`config.mk`:
```
export PLATFORM = sky130hd
export DESIGN_NAME = mouse_input_cond
export DESIGN_NICKNAME = d
export VERILOG_FILES = /design/src/rtl/mouse_pkg.sv /design/src/rtl/sync_bit.sv /design/src/rtl/mouse_input_cond.sv
export SDC_FILE = /design/constraint.sdc
export NUM_CORES = 1
export LEC_CHECK = 0
export BUFFER_PORTS_ARGS = -buffer_cell sky130_fd_sc_hd__buf_2
export CORE_MARGIN = 4
export CORE_UTILIZATION = 45
export DETAILED_ROUTE_END_ITERATION = 6
export HOLD_SLACK_MARGIN = 0.06
export PLACE_DENSITY = 0.77
export SLEW_MARGIN = 20
export SYNTH_ARGS = -nofsm -noshare
export SYNTH_HDL_FRONTEND = slang
export SYNTH_HIERARCHICAL = 1
export SYNTH_SLANG_ARGS = --single-unit
```
`constraint.sdc`:
```
create_clock -name clk -period 3.7 [get_ports clk]
set_clock_uncertainty 0.05 [all_clocks]
set_input_delay 0.555 -clock clk [delete_from_list [all_inputs] [get_ports clk]]
set_output_delay 0.555 -clock clk [all_outputs]
set_load 0.02 [all_outputs]
```
`src/rtl/mouse_pkg.sv`:
```
// Shared types and screen constants for the mouse input conditioning path.
package mouse_pkg;

  typedef enum logic [1:0] {
    IDLE,
    FIRE,
    HOLD,
    COOLDOWN
  } shot_state_t;

  localparam int unsigned COORD_W   = 12;
  localparam int unsigned X_MAX_DEF = 1023;
  localparam int unsigned Y_MAX_DEF = 767;

  // Unsigned saturation of one coordinate axis to its screen limit.
  function automatic logic [COORD_W-1:0] clamp_coord(input logic [COORD_W-1:0] v,
                                                     input logic [COORD_W-1:0] lim);
    return (v > lim) ? lim : v;
  endfunction

endpackage

```
`src/rtl/sync_bit.sv`:
```
// Generic single-bit two-flop synchroniser with asynchronous active-high reset.
module sync_bit (
  input  logic clk,
  input  logic rst,
  input  logic d,
  output logic q
);

  logic meta_q;
  logic sync_q;

  always_ff @(posedge clk or posedge rst) begin
    if (rst) begin
      meta_q <= 1'b0;
      sync_q <= 1'b0;
    end else begin
      meta_q <= d;
      sync_q <= meta_q;
    end
  end

  assign q = sync_q;

endmodule

```
`src/rtl/mouse_input_cond.sv`:
```
// Mouse input conditioning: stability-filtered, clamped position plus
// rate-limited single-shot button pulses with latched aim coordinates.
module mouse_input_cond
  import mouse_pkg::*;
#(
  parameter int unsigned STABLE_CYCLES   = 4,
  parameter int unsigned X_MAX           = X_MAX_DEF,
  parameter int unsigned Y_MAX           = Y_MAX_DEF,
  parameter int unsigned COOLDOWN_CYCLES = 6_500_000
) (
  input  logic               clk,
  input  logic               rst,
  input  logic [COORD_W-1:0] xpos_in,
  input  logic [COORD_W-1:0] ypos_in,
  input  logic               left_in,
  output logic [COORD_W-1:0] xpos_out,
  output logic [COORD_W-1:0] ypos_out,
  output logic               pos_upd,
  output logic               shot,
  output logic [COORD_W-1:0] shot_x,
  output logic [COORD_W-1:0] shot_y
);

  localparam int unsigned SW = $clog2(STABLE_CYCLES);
  localparam int unsigned CW = $clog2(COOLDOWN_CYCLES);
  localparam logic [COORD_W-1:0] X_LIM = COORD_W'(X_MAX);
  localparam logic [COORD_W-1:0] Y_LIM = COORD_W'(Y_MAX);

  logic [COORD_W-1:0] prev_x_q, prev_x_d, prev_y_q, prev_y_d;
  logic [COORD_W-1:0] xpos_q, xpos_d, ypos_q, ypos_d;
  logic [SW-1:0]      stab_cnt_q, stab_cnt_d;
  logic               pos_upd_q, pos_upd_d;
  shot_state_t        state_q, state_d;
  logic [CW-1:0]      cool_cnt_q, cool_cnt_d;
  logic               shot_q, shot_d;
  logic [COORD_W-1:0] shot_x_q, shot_x_d, shot_y_q, shot_y_d;

  logic               match;
  logic               accept;
  logic [COORD_W-1:0] clamp_x, clamp_y;
  logic               left_s;

  sync_bit u_left_sync (
    .clk (clk),
    .rst (rst),
    .d   (left_in),
    .q   (left_s)
  );

  // Position stabiliser: accept a pair only after STABLE_CYCLES identical samples.
  always_comb begin
    prev_x_d   = xpos_in;
    prev_y_d   = ypos_in;
    match      = ({xpos_in, ypos_in} == {prev_x_q, prev_y_q});
    accept     = match && (stab_cnt_q == SW'(STABLE_CYCLES - 2));
    clamp_x    = clamp_coord(xpos_in, X_LIM);
    clamp_y    = clamp_coord(ypos_in, Y_LIM);
    stab_cnt_d = '0;
    xpos_d     = xpos_q;
    ypos_d     = ypos_q;
    pos_upd_d  = 1'b0;
    if (match) begin
      stab_cnt_d = (stab_cnt_q == SW'(STABLE_CYCLES - 1)) ? stab_cnt_q
                                                          : stab_cnt_q + SW'(1);
    end
    if (accept && ({clamp_x, clamp_y} != {xpos_q, ypos_q})) begin
      xpos_d    = clamp_x;
      ypos_d    = clamp_y;
      pos_upd_d = 1'b1;
    end
  end

  // Shot FSM: one shot per press, re-armed only after a full release cooldown.
  always_comb begin
    state_d    = state_q;
    cool_cnt_d = cool_cnt_q;
    shot_d     = 1'b0;
    shot_x_d   = shot_x_q;
    shot_y_d   = shot_y_q;
    case (state_q)
      IDLE: begin
        if (left_s) begin
          state_d  = FIRE;
          shot_d   = 1'b1;
          shot_x_d = xpos_q;
          shot_y_d = ypos_q;
        end
      end
      FIRE: state_d = HOLD;
      HOLD: begin
        if (!left_s) begin
          state_d    = COOLDOWN;
          cool_cnt_d = '0;
        end
      end
      COOLDOWN: begin
        if (left_s) begin
          state_d = HOLD;
        end else if (cool_cnt_q == CW'(COOLDOWN_CYCLES - 1)) begin
          state_d = IDLE;
        end else begin
          cool_cnt_d = cool_cnt_q + CW'(1);
        end
      end
      default: state_d = IDLE;
    endcase
  end

  always_ff @(posedge clk or posedge rst) begin
    if (rst) begin
      prev_x_q   <= '0;
      prev_y_q   <= '0;
      stab_cnt_q <= '0;
      xpos_q     <= '0;
      ypos_q     <= '0;
      pos_upd_q  <= 1'b0;
      state_q    <= IDLE;
      cool_cnt_q <= '0;
      shot_q     <= 1'b0;
      shot_x_q   <= '0;
      shot_y_q   <= '0;
    end else begin
      prev_x_q   <= prev_x_d;
      prev_y_q   <= prev_y_d;
      stab_cnt_q <= stab_cnt_d;
      xpos_q     <= xpos_d;
      ypos_q     <= ypos_d;
      pos_upd_q  <= pos_upd_d;
      state_q    <= state_d;
      cool_cnt_q <= cool_cnt_d;
      shot_q     <= shot_d;
      shot_x_q   <= shot_x_d;
      shot_y_q   <= shot_y_d;
    end
  end

  assign xpos_out = xpos_q;
  assign ypos_out = ypos_q;
  assign pos_upd  = pos_upd_q;
  assign shot     = shot_q;
  assign shot_x   = shot_x_q;
  assign shot_y   = shot_y_q;

endmodule

```
======== Word-level counts from Yosys, hierarchy flattened ========
Cells that the tools add are included.
cells by class
  mux-type cells .......................... 16
  $lt $le $gt $ge ......................... 2
  eq/ne operators ......................... 14
  reduce and logical (&&, ||, !) cells .... 7
  $add $sub $neg .......................... 2
operator list
  kind                                                   count
  two-way mux 23 bit                                     3
  one-hot mux 23 bit (2 select lines)                    1
  equality test 24 bit                                   1
  > comparator 12 x 10 -> 1 bit (second input constant)  2
  two-way mux 12 bit                                     2
  != test 24 bit                                         1
  adder 23 x 1 -> 23 bit (second input constant)         1
  equality test 23 bit (second input constant)           1
  two-way mux 2 bit                                      6
  equality test 2 bit (second input constant)            4
  != test 2 bit (second input constant)                  4
  one-hot mux 2 bit (4 select lines)                     1
  AND reduction 4 bit                                    1
  two-way mux 1 bit                                      3
  != test 3 x 2 -> 1 bit (second input constant)         1
  AND reduction 3 bit                                    1
  adder 2 x 1 -> 2 bit (second input constant)           1
  equality test 2 x 1 -> 1 bit (second input constant)   1
  logical AND 1 bit                                      2
  logical NOT 2 bit                                      1
  != test 2 x 1 -> 1 bit (second input constant)         1
  AND reduction 2 bit                                    1
  nonzero test 2 bit                                     1
storage, ports and cells
  flip-flop bits (word level) ............. 103
  input bits .............................. 27
  output and inout bits ................... 50
  logic and storage cells ................. 54

======== Logic depth before layout (Yosys ltp) ========
Gate-level depths: netlist of run 1.
  word-level depth ........................ 5
  gate-level depth with buffers ........... 10
  mapped depth without buffers ............ 7

======== Hierarchy ========
Netlist of run 1, hierarchy kept.
by module, submodules not included
  module            times used  cells each  seq. area each (um^2)  area each (um^2)
  mouse_input_cond  1           410         2527.4                 4682.0
  sync_bit          1           3           50.0                   53.8

======== Least setup slack after synthesis of run 1 ========
No wires, ideal clock.
  kind .................................... input-to-reg
  start ................................... input port xpos_in[10]
  end ..................................... register ypos_q[2], in the netlist ypos_out[2]
  path buffers ............................ 3
  library setup time ...................... 0.125 ns
  stages on the path ...................... 9
  path slack .............................. 1.118 ns
  arrival ................................. 2.407 ns
  cells stage by stage .................... buf_2 -> nor3_1 -> o221ai_1 -> or3_1 -> nor4_1 -> a311o_1 -> buf_6 -> buf_8 -> mux2_4
on the way
  cells in the longest elaborated chain, start to end .. 4
RTL lines
  element                        RTL line                 RTL
  start: declaration             mouse_input_cond.sv:13   input logic [COORD_W-1:0] xpos_in,
  > comparator 12 x 10 -> 1 bit  mouse_pkg.sv:18          return (v > lim) ? lim : v;
  two-way mux 12 bit             mouse_pkg.sv:18
  != test 24 bit                 mouse_input_cond.sv:66   if (accept && ({clamp_x, clamp_y} != {xpos_q, ypos_q})) begin
  logical AND 1 bit (*)          mouse_input_cond.sv:66
  end signal: assignment         mouse_input_cond.sv:127  ypos_q <= ypos_d;
  end: declaration               mouse_input_cond.sv:30   logic [COORD_W-1:0] xpos_q, xpos_d, ypos_q, ypos_d;
Mark *: on every way between the ends. The rest lies on a longest branch, timed or not.
A chain may end at the register's enable or synchronous reset.

======== Final worst setup path of run 1 ========
  start ................................... register ypos_q[10], in the netlist ypos_out[10]
  end ..................................... register xpos_q[5], in the netlist xpos_out[5]
on the way
  cells in the longest elaborated chain, start to end .. 2
RTL lines
  element                 RTL line                 RTL
  != test 24 bit          mouse_input_cond.sv:66
  logical AND 1 bit       mouse_input_cond.sv:66
  end signal: assignment  mouse_input_cond.sv:126  xpos_q <= xpos_d;
  end: declaration        mouse_input_cond.sv:30
No other way between the ends.

==> results of run 1 <==
==> stage by stage <==
| stage | utilization | instance area (µm²) |
|---|---|---|
| after CTS | 0.528 | 5430 |
| final | 0.528 | 5430 |
| after floorplan | - | 4740 |
| after detailed placement | 0.510 | 5240 |
| after global routing | 0.528 | 5430 |
| after global placement | 0.509 | 5240 |
==> cells by family after synthesis <==
kind of cell / count (synthesis) / share of synthesized area
buf+inv: 38 / 0.0383
compound gates: 42 / 0.0610
flops: 103 / 0.544
simple gates: 135 / 0.154
mux: 44 / 0.106
fa+ha+maj: 3 / 0.00793
xor+xnor: 48 / 0.0888
==> synthesized netlist by cell type, types with 2 or more instances <==
cell         n
nor2b_1      7
o21ai_0     11
clkbuf_1     5
nor2_1      30
and4_1       2
o22ai_1      2
nand4_1      8
a2111oi_1    2
nand2b_1     7
xor2_1      11
nor4b_1      2
mux2_2      29
mux2i_1     10
a21oi_1     10
buf_2        7
a32oi_1      2
nor3_1      15
ha_1         3
nand4bb_1    2
mux2_4       5
inv_1       22
buf_6        2
dfrtp_1    103
nor4_1      13
or2_2        2
o31ai_1      3
nand3b_1     3
nand3_1      6
nor4bb_1     2
or3_1        7
xnor2_1     37
and2_1       4
nand2_1     21
==> repair_timing <==
action | CTS | global route
endpoints found under the setup margin | 0 | 0
hold buffers | 1 | 0
gates resized for setup | 0 | 0
endpoints found under the hold margin | 2 | 0
buffers inserted | 0 | 0
==> layout make-up <==
type | count | area (µm²) | share of cell area
Clock buffer | 10 | 128 | 0.0235
Clock inverter | 6 | 51.3 | 0.00945
Sequential cell | 103 | 2580 | 0.475
Timing Repair Buffer | 83 | 435 | 0.0802
Multi-Input combinational cell | 272 | 1980 | 0.365
Inverter | 22 | 87.6 | 0.0161
Tap cell | 136 | 170 | 0.0313
==> flip-flops by register name (all words and copies together), names as in the netlist <==
name and flops:
prev_y_q 12, shot 1, state_q 2, xpos_out 12, shot_x 12, shot_y 12
ypos_out 12, u_left_sync/meta_q 1, u_left_sync/q 1, prev_x_q 12, pos_upd 1, cool_cnt_q 23
stab_cnt_q 2
==> power by group <==
part | internal [mW] | switching [mW] | total, mW
Clock | 0.255 | 0.400 | 0.656
Sequential | 1.15 | 0.0170 | 1.17
Combinational | 0.0607 | 0.103 | 0.164
Total | 1.47 | 0.521 | 1.99
==> worst max-delay path: cells and delay by family (launching register included) <==
kind,cells,cell delay [ns]
AOI/OAI and AO/OA,2,0.73
buffers and inverters,1,0.30
DFF,1,0.43
muxes,1,0.35
and+or+nand+nor,3,1.10
==> worst max-delay path by stage <==
stage / end / cells after the start / slack, ns
after floorplan: cool_cnt_q[0]$_DFFE_PP0P_ / 1 / 0.45
after global placement: xpos_out[0]$_DFFE_PP0P_ / 8 / 0.56
after detailed placement: xpos_out[5]$_DFFE_PP0P_ / 8 / 0.44
after CTS: xpos_out[5]$_DFFE_PP0P_ / 7 / 0.61
after global routing: ypos_out[8]$_DFFE_PP0P_ / 7 / 0.46
final: xpos_out[5]$_DFFE_PP0P_ / 7 / 0.64
==> cells in the final DEF (no fill, tap or decap), types with 3 or more instances in the layout <==
cell type	count
mux2i_1	10
nor2b_1	7
nor4_1	13
buf_2	76
xor2_1	11
mux2_2	29
buf_4	6
clkbuf_8	9
ha_1	3
o31ai_1	3
nor2_1	29
a21oi_1	10
o21ai_0	11
mux2_4	5
xnor2_1	37
dfrtp_1	103
nand4_1	8
nand3_1	6
nand2_1	21
nand2b_1	7
and2_1	4
nand3b_1	3
inv_1	21
or3_1	7
inv_6	4
nor3_1	15
==> routing by layer <==
| metal | share of wire | wire [µm] |
|---|---|---|
| met1 | 0.46 | 4610 |
| met2 | 0.47 | 4760 |
| met3 | 0.050 | 502 |
| met4 | 0.022 | 223 |
| met5 | 0 | 0 |
==> summary.md, run 1 <==
| Metric | Value |
|---|---|
| Status | `finished clean` |
| Placer Congestion | `0.822` |
| CTS HTree Levels | `3` |
| Largest net degree at the start of global routing | `89` |
| Cells after DPL | `615` |
| Cell taking the most area after synthesis | `dfrtp_1` |
| # Max-Cap Violations | `0` |
| CP max stage cell | `a311o_1` |
| Least-Margin Pin Slew | `0.863 ns` |
| RSZ-0062 raised after global routing | `false` |
| Clock Sinks | `103` |
| Worst VDD drop | `242 µV` |
| Crit-path max cell delay | `0.56 ns` |
| CP Cell Sequence | `nor4_1 -> o221ai_1 -> or3_1 -> nor4_1 -> a311o_1 -> buf_4 -> mux2_2` |
| Gr usage total | `0.171` |
| Drt pass-1 iters | `4` |
| Final Cycle Share | `0.827` |
| Avg WL per Cell | `16.0 µm` |
| Post-Route WL | `10100 µm` |
| Min cycle time layout | `3.06 ns` |
| Hold path startpoint | `left_in` |
| Initial antenna violation count | `0` |
| Syn Area/Cell | `11.5 µm²` |
| Met1 usage in global routing | `0.229` |
| Fmax | `327 MHz` |
| # setup viols final | `0` |
| Antenna viol nets, final | `0` |
| Crit path required time | `3.91 ns` |
| Worst-path fanout max | `9` |
| Worst min path class | `in2reg` |
| Overflow after GRT | `0` |
| Reg2Reg Capture Point | `xpos_out[5]$_DFFE_PP0P_` |
| Critical R2R Launch | `ypos_out[10]$_DFFE_PP0P_` |
| Rows | `37` |
| CTS Buffer Depth | `2` |
| Met3 Track Usage GR | `0.0362` |
| Proportion of layout cells with a drive suffix above 1 | `0.276` |
| Io pins | `77` |
| Clk slew on worst S/H paths | `0.11 ns` |
| Clk_lat worst skew | `0.36 ns` |
| Crit path kind | `reg2reg` |
| Cell Pwr Density | `367 nW/µm²` |
| Synth top area share | `0.544` |
| Final #Nets | `521` |
| Fill cells | `936` |
| 1st-iter DRT viols | `90` |
| Crit path capture type | `flop` |
| Crit path DAT | `3.27 ns` |
| Worst setup SP type | `flop` |
| HPWL Detailed | `7360 µm` |
| Synth async-reset ratio | `1.00` |
| Worst r2r path cells | `7` |
| Routed vias/inst | `5.34` |
| Post-Layout Cell Count | `632` |
| Vias | `3377` |
| #FFs+latches synth | `103` |
| Synth warn | `6` |
| Ys flop type | `dfrtp_1` |
| Yosys cell types | `51` |
| Seq/Total Area, Yosys | `0.544` |
| Area growth, synth to finish | `14.6%` |
| Remaining DRCs | `0` |
| Pleak | `2.53 nW` |
| Root cell of the clock tree | `clkbuf_8` |
| Slew Limit Fails | `0` |
| Worst setup path start | `ypos_out[10]$_DFFE_PP0P_` |
| Setup TNS | `0 ns` |
| Min-Delay Endpoint | `u_left_sync/meta_q$_DFF_PP0_` |
| WHS | `0.243 ns` |
| # diodes | `0` |
| Hold depth | `1` |
| Initial core utilization | `0.461` |
| CTS Buf Count | `9` |
| Synthesized cell area | `4740 µm²` |
| Core area | `10300 µm²` |
| Setup ws final | `0.639 ns` |
| PortBufs | `76` |
| R2R Setup Slk | `0.64 ns` |
| Slew headroom | `0.422` |
| Top cell by count, worst path | `nor4_1` |
| Post-synth net total | `443` |
| First-pass GRT wire length | `17300 µm` |
| CTS tree | `done` |
| GRT met2 Usage | `0.276` |
| Die area | `12200 µm²` |
| Final Hold Fails | `0` |
| Post-synth EDFFs | `0` |
| Die height | `111 µm` |
| Die width | `111 µm` |
| Vias in the first global route | `3495` |
| Synth top area cells | `dfrtp_1, mux2_2, xnor2_1` |
| Most Crowded Layer GR | `met2` |
| Total power draw | `1.99 mW` |
| Pre-CTS worst setup slack | `0.442 ns` |
| Cells after Synth | `413` |
No activity file was read; power rests on OpenSTA's default activity.
==> run 2, diff against run 1 <==
--- a/config.mk
+++ b/config.mk
@@ -5,12 +5,13 @@
 export SDC_FILE = /design/constraint.sdc
 export NUM_CORES = 1
 export LEC_CHECK = 0
+export ABC_AREA = 1
 export BUFFER_PORTS_ARGS = -buffer_cell sky130_fd_sc_hd__buf_2
 export CORE_MARGIN = 4
 export CORE_UTILIZATION = 45
 export DETAILED_ROUTE_END_ITERATION = 6
 export HOLD_SLACK_MARGIN = 0.06
-export PLACE_DENSITY = 0.77
+export PLACE_DENSITY = 0.79
 export SLEW_MARGIN = 20
 export SYNTH_ARGS = -nofsm -noshare
 export SYNTH_HDL_FRONTEND = slang
==> constraint.sdc (replaced) <==
create_clock -name clk -period 2.6 [get_ports clk]
set_clock_uncertainty 0.05 [all_clocks]
set_input_delay 0.39 -clock clk [delete_from_list [all_inputs] [get_ports clk]]
set_output_delay 0.39 -clock clk [all_outputs]
set_load 0.02 [all_outputs]
==> summary.md, run 2 <==
| Metric | Value |
|---|---|
| RSZ-0062 raised after global routing | `false (unchanged)` |
| Compound-Gate Fraction of Synth Area | `0.0540 (was 0.0610)` |
| CP max stage cell | `dfrtp_1 (was a311o_1)` |
| Rows | `39 (was 37)` |
| Post-synthesis xor/xnor area fraction | `0.0291 (was 0.0888)` |
| Gr usage total | `0.189 (was 0.171)` |
| Sw frac | `0.261 (was 0.262)` |
| Most common cell in the netlist | `nand2_1 (was dfrtp_1)` |
| Least-Margin Pin Slew | `0.687 ns (was 0.863 ns)` |
| Pleak | `3.37 nW (was 2.53 nW)` |
| PortBufs | `76 (unchanged)` |
| Io pins | `77 (unchanged)` |
| Placer Congestion | `0.924 (was 0.822)` |
| CTS HTree Levels | `3 (unchanged)` |
| Initial core utilization | `0.467 (was 0.461)` |
| Sequential Power Share | `0.514 (was 0.588)` |
| HPWL Detailed | `9560 µm (was 7360 µm)` |
| Synth warn | `6 (unchanged)` |
| Die area | `13900 µm² (was 12200 µm²)` |
| Synth top area share | `0.475 (was 0.544)` |
| Slew headroom | `0.541 (was 0.422)` |
| Commonest cells after routing, fill and taps aside | `nand2_1, dfrtp_1, inv_1 (was dfrtp_1, buf_2, xnor2_1)` |
| Routed vias/inst | `5.08 (was 5.34)` |
| Slew Limit Fails | `0 (unchanged)` |
| Worst setup SP type | `flop (unchanged)` |
| Failing checks | `design-rule violations` |
| Post-CTS resize count | `0 (unchanged)` |
| Antenna viol nets, final | `0 (unchanged)` |
| Sw power | `0.846 mW (was 0.521 mW)` |
| Seq/Total Area, Yosys | `0.475 (was 0.544)` |
| Family with the most delay on the worst path | `simple AND/OR/NAND/NOR gates (unchanged)` |
| Gate power share | `0.076 (was 0.082)` |
| Drt pass-1 iters | `7 (was 4)` |
| Initial antenna violation count | `0 (unchanged)` |
| Die height | `118 µm (was 111 µm)` |
| WHS | `0.0987 ns (was 0.243 ns)` |
| Post-Synth Simple-Gate Area | `0.337 (was 0.154)` |
| Fmax | `489 MHz (was 327 MHz)` |
| Clk_lat worst skew | `0.35 ns (was 0.36 ns)` |
| Overflow after GRT | `0 (unchanged)` |
| 1st-iter DRT viols | `300 (was 90)` |
| FF/Latch Area | `2580 µm² (unchanged)` |
| Int Power | `2.39 mW (was 1.47 mW)` |
| Fill cells | `1142 (was 936)` |
| Crit path kind | `reg2reg (unchanged)` |
| Synth async-reset ratio | `1.00 (unchanged)` |
| Synth top area cells | `dfrtp_1, nand2_1, inv_1 (was dfrtp_1, mux2_2, xnor2_1)` |
| CP Cell Sequence | `ha_1 -> nand3_1 -> nor4_1 -> nand4_1 -> nand2_1 -> buf_4 -> o21ai_0 (was nor4_1 -> o221ai_1 -> or3_1 -> nor4_1 -> a311o_1 -> buf_4 -> mux2_2)` |
| # Max-Cap Violations | `0 (unchanged)` |
| Cell Pwr Density | `516 nW/µm² (was 367 nW/µm²)` |
| Area growth, synth to finish | `15.8% (was 14.6%)` |
| Yosys cell types | `29 (was 51)` |
| Die width | `118 µm (was 111 µm)` |
| # setup viols final | `0 (unchanged)` |
| Ys flop type | `dfrtp_1 (unchanged)` |
| #FFs+latches synth | `103 (unchanged)` |
| Clock Sinks | `103 (unchanged)` |
| Largest reg by FF count | `cool_cnt_q (unchanged)` |
| Clock network fraction of total power | `0.410 (was 0.329)` |
| Core area | `11600 µm² (was 10300 µm²)` |
| # diodes | `0 (unchanged)` |
| Vias in the first global route | `4678 (was 3495)` |
| Cell taking the most area after synthesis | `dfrtp_1 (unchanged)` |
| Post-synthesis mux area share | `0 (was 0.106)` |
| Remaining DRCs | `2 (was 0)` |
| Final Cycle Share | `0.787 (was 0.827)` |
| Max reg flops | `23 (unchanged)` |
| Post-Route WL | `12700 µm (was 10100 µm)` |
| Min cycle time layout | `2.05 ns (was 3.06 ns)` |
| Crit path DAT | `2.22 ns (was 3.27 ns)` |
| Status | `finished with violations (was finished clean)` |
| Crit path capture type | `flop (unchanged)` |
| CTS Buffer Depth | `2 (unchanged)` |
| Root cell of the clock tree | `clkbuf_16 (was clkbuf_8)` |
| Crit-path max cell delay | `0.44 ns (was 0.56 ns)` |
| Most common cell after layout, fill and taps aside | `nand2_1 (was dfrtp_1)` |
| Worst-path fanout max | `20 (was 9)` |
| Clk slew on worst S/H paths | `0.07 ns (was 0.11 ns)` |
| Post-Synth Adder-Cell Area | `0.00692 (was 0.00793)` |
| Post-synth EDFFs | `0 (unchanged)` |
| Area of the multi-input gates | `2320 µm² (was 1980 µm²)` |
| CTS Buf Count | `9 (unchanged)` |
| # hold bufs at CTS | `1 (unchanged)` |
| Syn Area/Cell | `7.32 µm² (was 11.5 µm²)` |
| R2R Setup Slk | `0.55 ns (was 0.64 ns)` |
| Cells after Synth | `741 (was 413)` |
| Setup repair bufs after CTS | `0 (unchanged)` |
| Final #Nets | `849 (was 521)` |
| Setup TNS | `0 ns (unchanged)` |
| Worst min path class | `in2reg (unchanged)` |
| Crit path required time | `2.78 ns (was 3.91 ns)` |
| Avg WL per Cell | `13.2 µm (was 16.0 µm)` |
| Largest family of logic cells by synthesized area | `simple AND/OR/NAND/NOR gates (unchanged)` |
| Synthesized cell area | `5420 µm² (was 4740 µm²)` |
| Vias | `4913 (was 3377)` |
| CTS tree | `done (unchanged)` |
| List of most frequent post-synthesis cells | `nand2_1, dfrtp_1, inv_1, nand3_1, nor2_1 (was dfrtp_1, xnor2_1, nor2_1, mux2_2, inv_1)` |
| Proportion of layout cells with a drive suffix above 1 | `0.140 (was 0.276)` |
| Largest net degree at the start of global routing | `33 (was 89)` |
| Worst VDD drop | `379 µV (was 242 µV)` |
| Worst Path Buf+Inv | `1 (unchanged)` |
| First-pass GRT wire length | `21800 µm (was 17300 µm)` |
| Post-synth net total | `771 (was 443)` |
| Final Hold Fails | `0 (unchanged)` |
[run 2: cell types whose count changed after synthesis, sizes merged, moves of 7 or more]
| cell | previous run | this run |
|---|---|---|
| mux2 | 34 | 0 |
| inv | 22 | 105 |
| a21oi | 10 | 2 |
| or3 | 7 | 0 |
| nor2b | 7 | 0 |
| nand2 | 21 | 255 |
| o21ai | 12 | 45 |
| mux2i | 10 | 0 |
| nor2 | 30 | 69 |
| xnor2 | 37 | 2 |
| nand4 | 8 | 19 |
| nor4 | 13 | 2 |
| nand3 | 6 | 75 |
| nand2b | 7 | 0 |
[run 2: layer usage]
metal,routed length [µm],share of wire,up-vias,track usage
met4,306,0.024,0,0.0718
li1,-,-,2476,-
met5,0,0,-,0
met2,6200,0.49,159,0.316
met3,683,0.054,24,0.0399
met1,5550,0.44,2254,0.240
[run 2: metrics by stage]
| step | cells | power, mW | setup slack [ns] | util | instance area [µm²] |
|---|---|---|---|---|---|
| floorplan | 741 | 1.86 | 0.844 | - | 5430 |
| global placement | 950 | 1.94 | 0.404 | 0.515 | 5980 |
| detailed placement | 950 | 1.94 | 0.341 | 0.515 | 5980 |
| CTS | 967 | 3.27 | 0.545 | 0.541 | 6280 |
| global route | 967 | 3.37 | 0.246 | 0.541 | 6280 |
| finish | 967 | 3.24 | 0.554 | 0.541 | 6280 |
[run 2: logic make-up (layout without fill, tap and decap cells)]
kind of cell    Yosys count  after routing
buf+inv                 127            210
xor+xnor                 18             18
fa+ha+maj                 3              3
flops                   103            103
compound gates           53             53
simple gates            437            437
[run 2: power groups by stage]
stage	combinational, mW	sequential (mW)	clock, mW
after floorplan	0.148	1.71	0
after global placement	0.242	1.70	0
after detailed placement	0.247	1.70	0
after CTS	0.249	1.67	1.35
after global routing	0.282	1.67	1.42
final	0.245	1.67	1.33
[run 2: layout make-up]
cell class	instances	area share
clock inverter	6	0.00957
multi-input combinational	511	0.369
timing repair buffer	89	0.0825
tap	143	0.0285
clock buffer	10	0.0365
sequential	103	0.411
inverter	105	0.0634
[run 2: final timing paths]
kind,cells after the start,start,to
setup / recovery,7,cool_cnt_q[0]$_DFFE_PP0P_,cool_cnt_q[17]$_DFFE_PP0P_
hold / removal,1,left_in,u_left_sync/meta_q$_DFF_PP0_
setup reg to reg,7,cool_cnt_q[0]$_DFFE_PP0P_,cool_cnt_q[17]$_DFFE_PP0P_
hold reg to reg,0,u_left_sync/meta_q$_DFF_PP0_,u_left_sync/q$_DFF_PP0_
max in group asynchronous,4,rst,prev_y_q[11]$_DFF_PP0_
min in group asynchronous,3,rst,u_left_sync/q$_DFF_PP0_
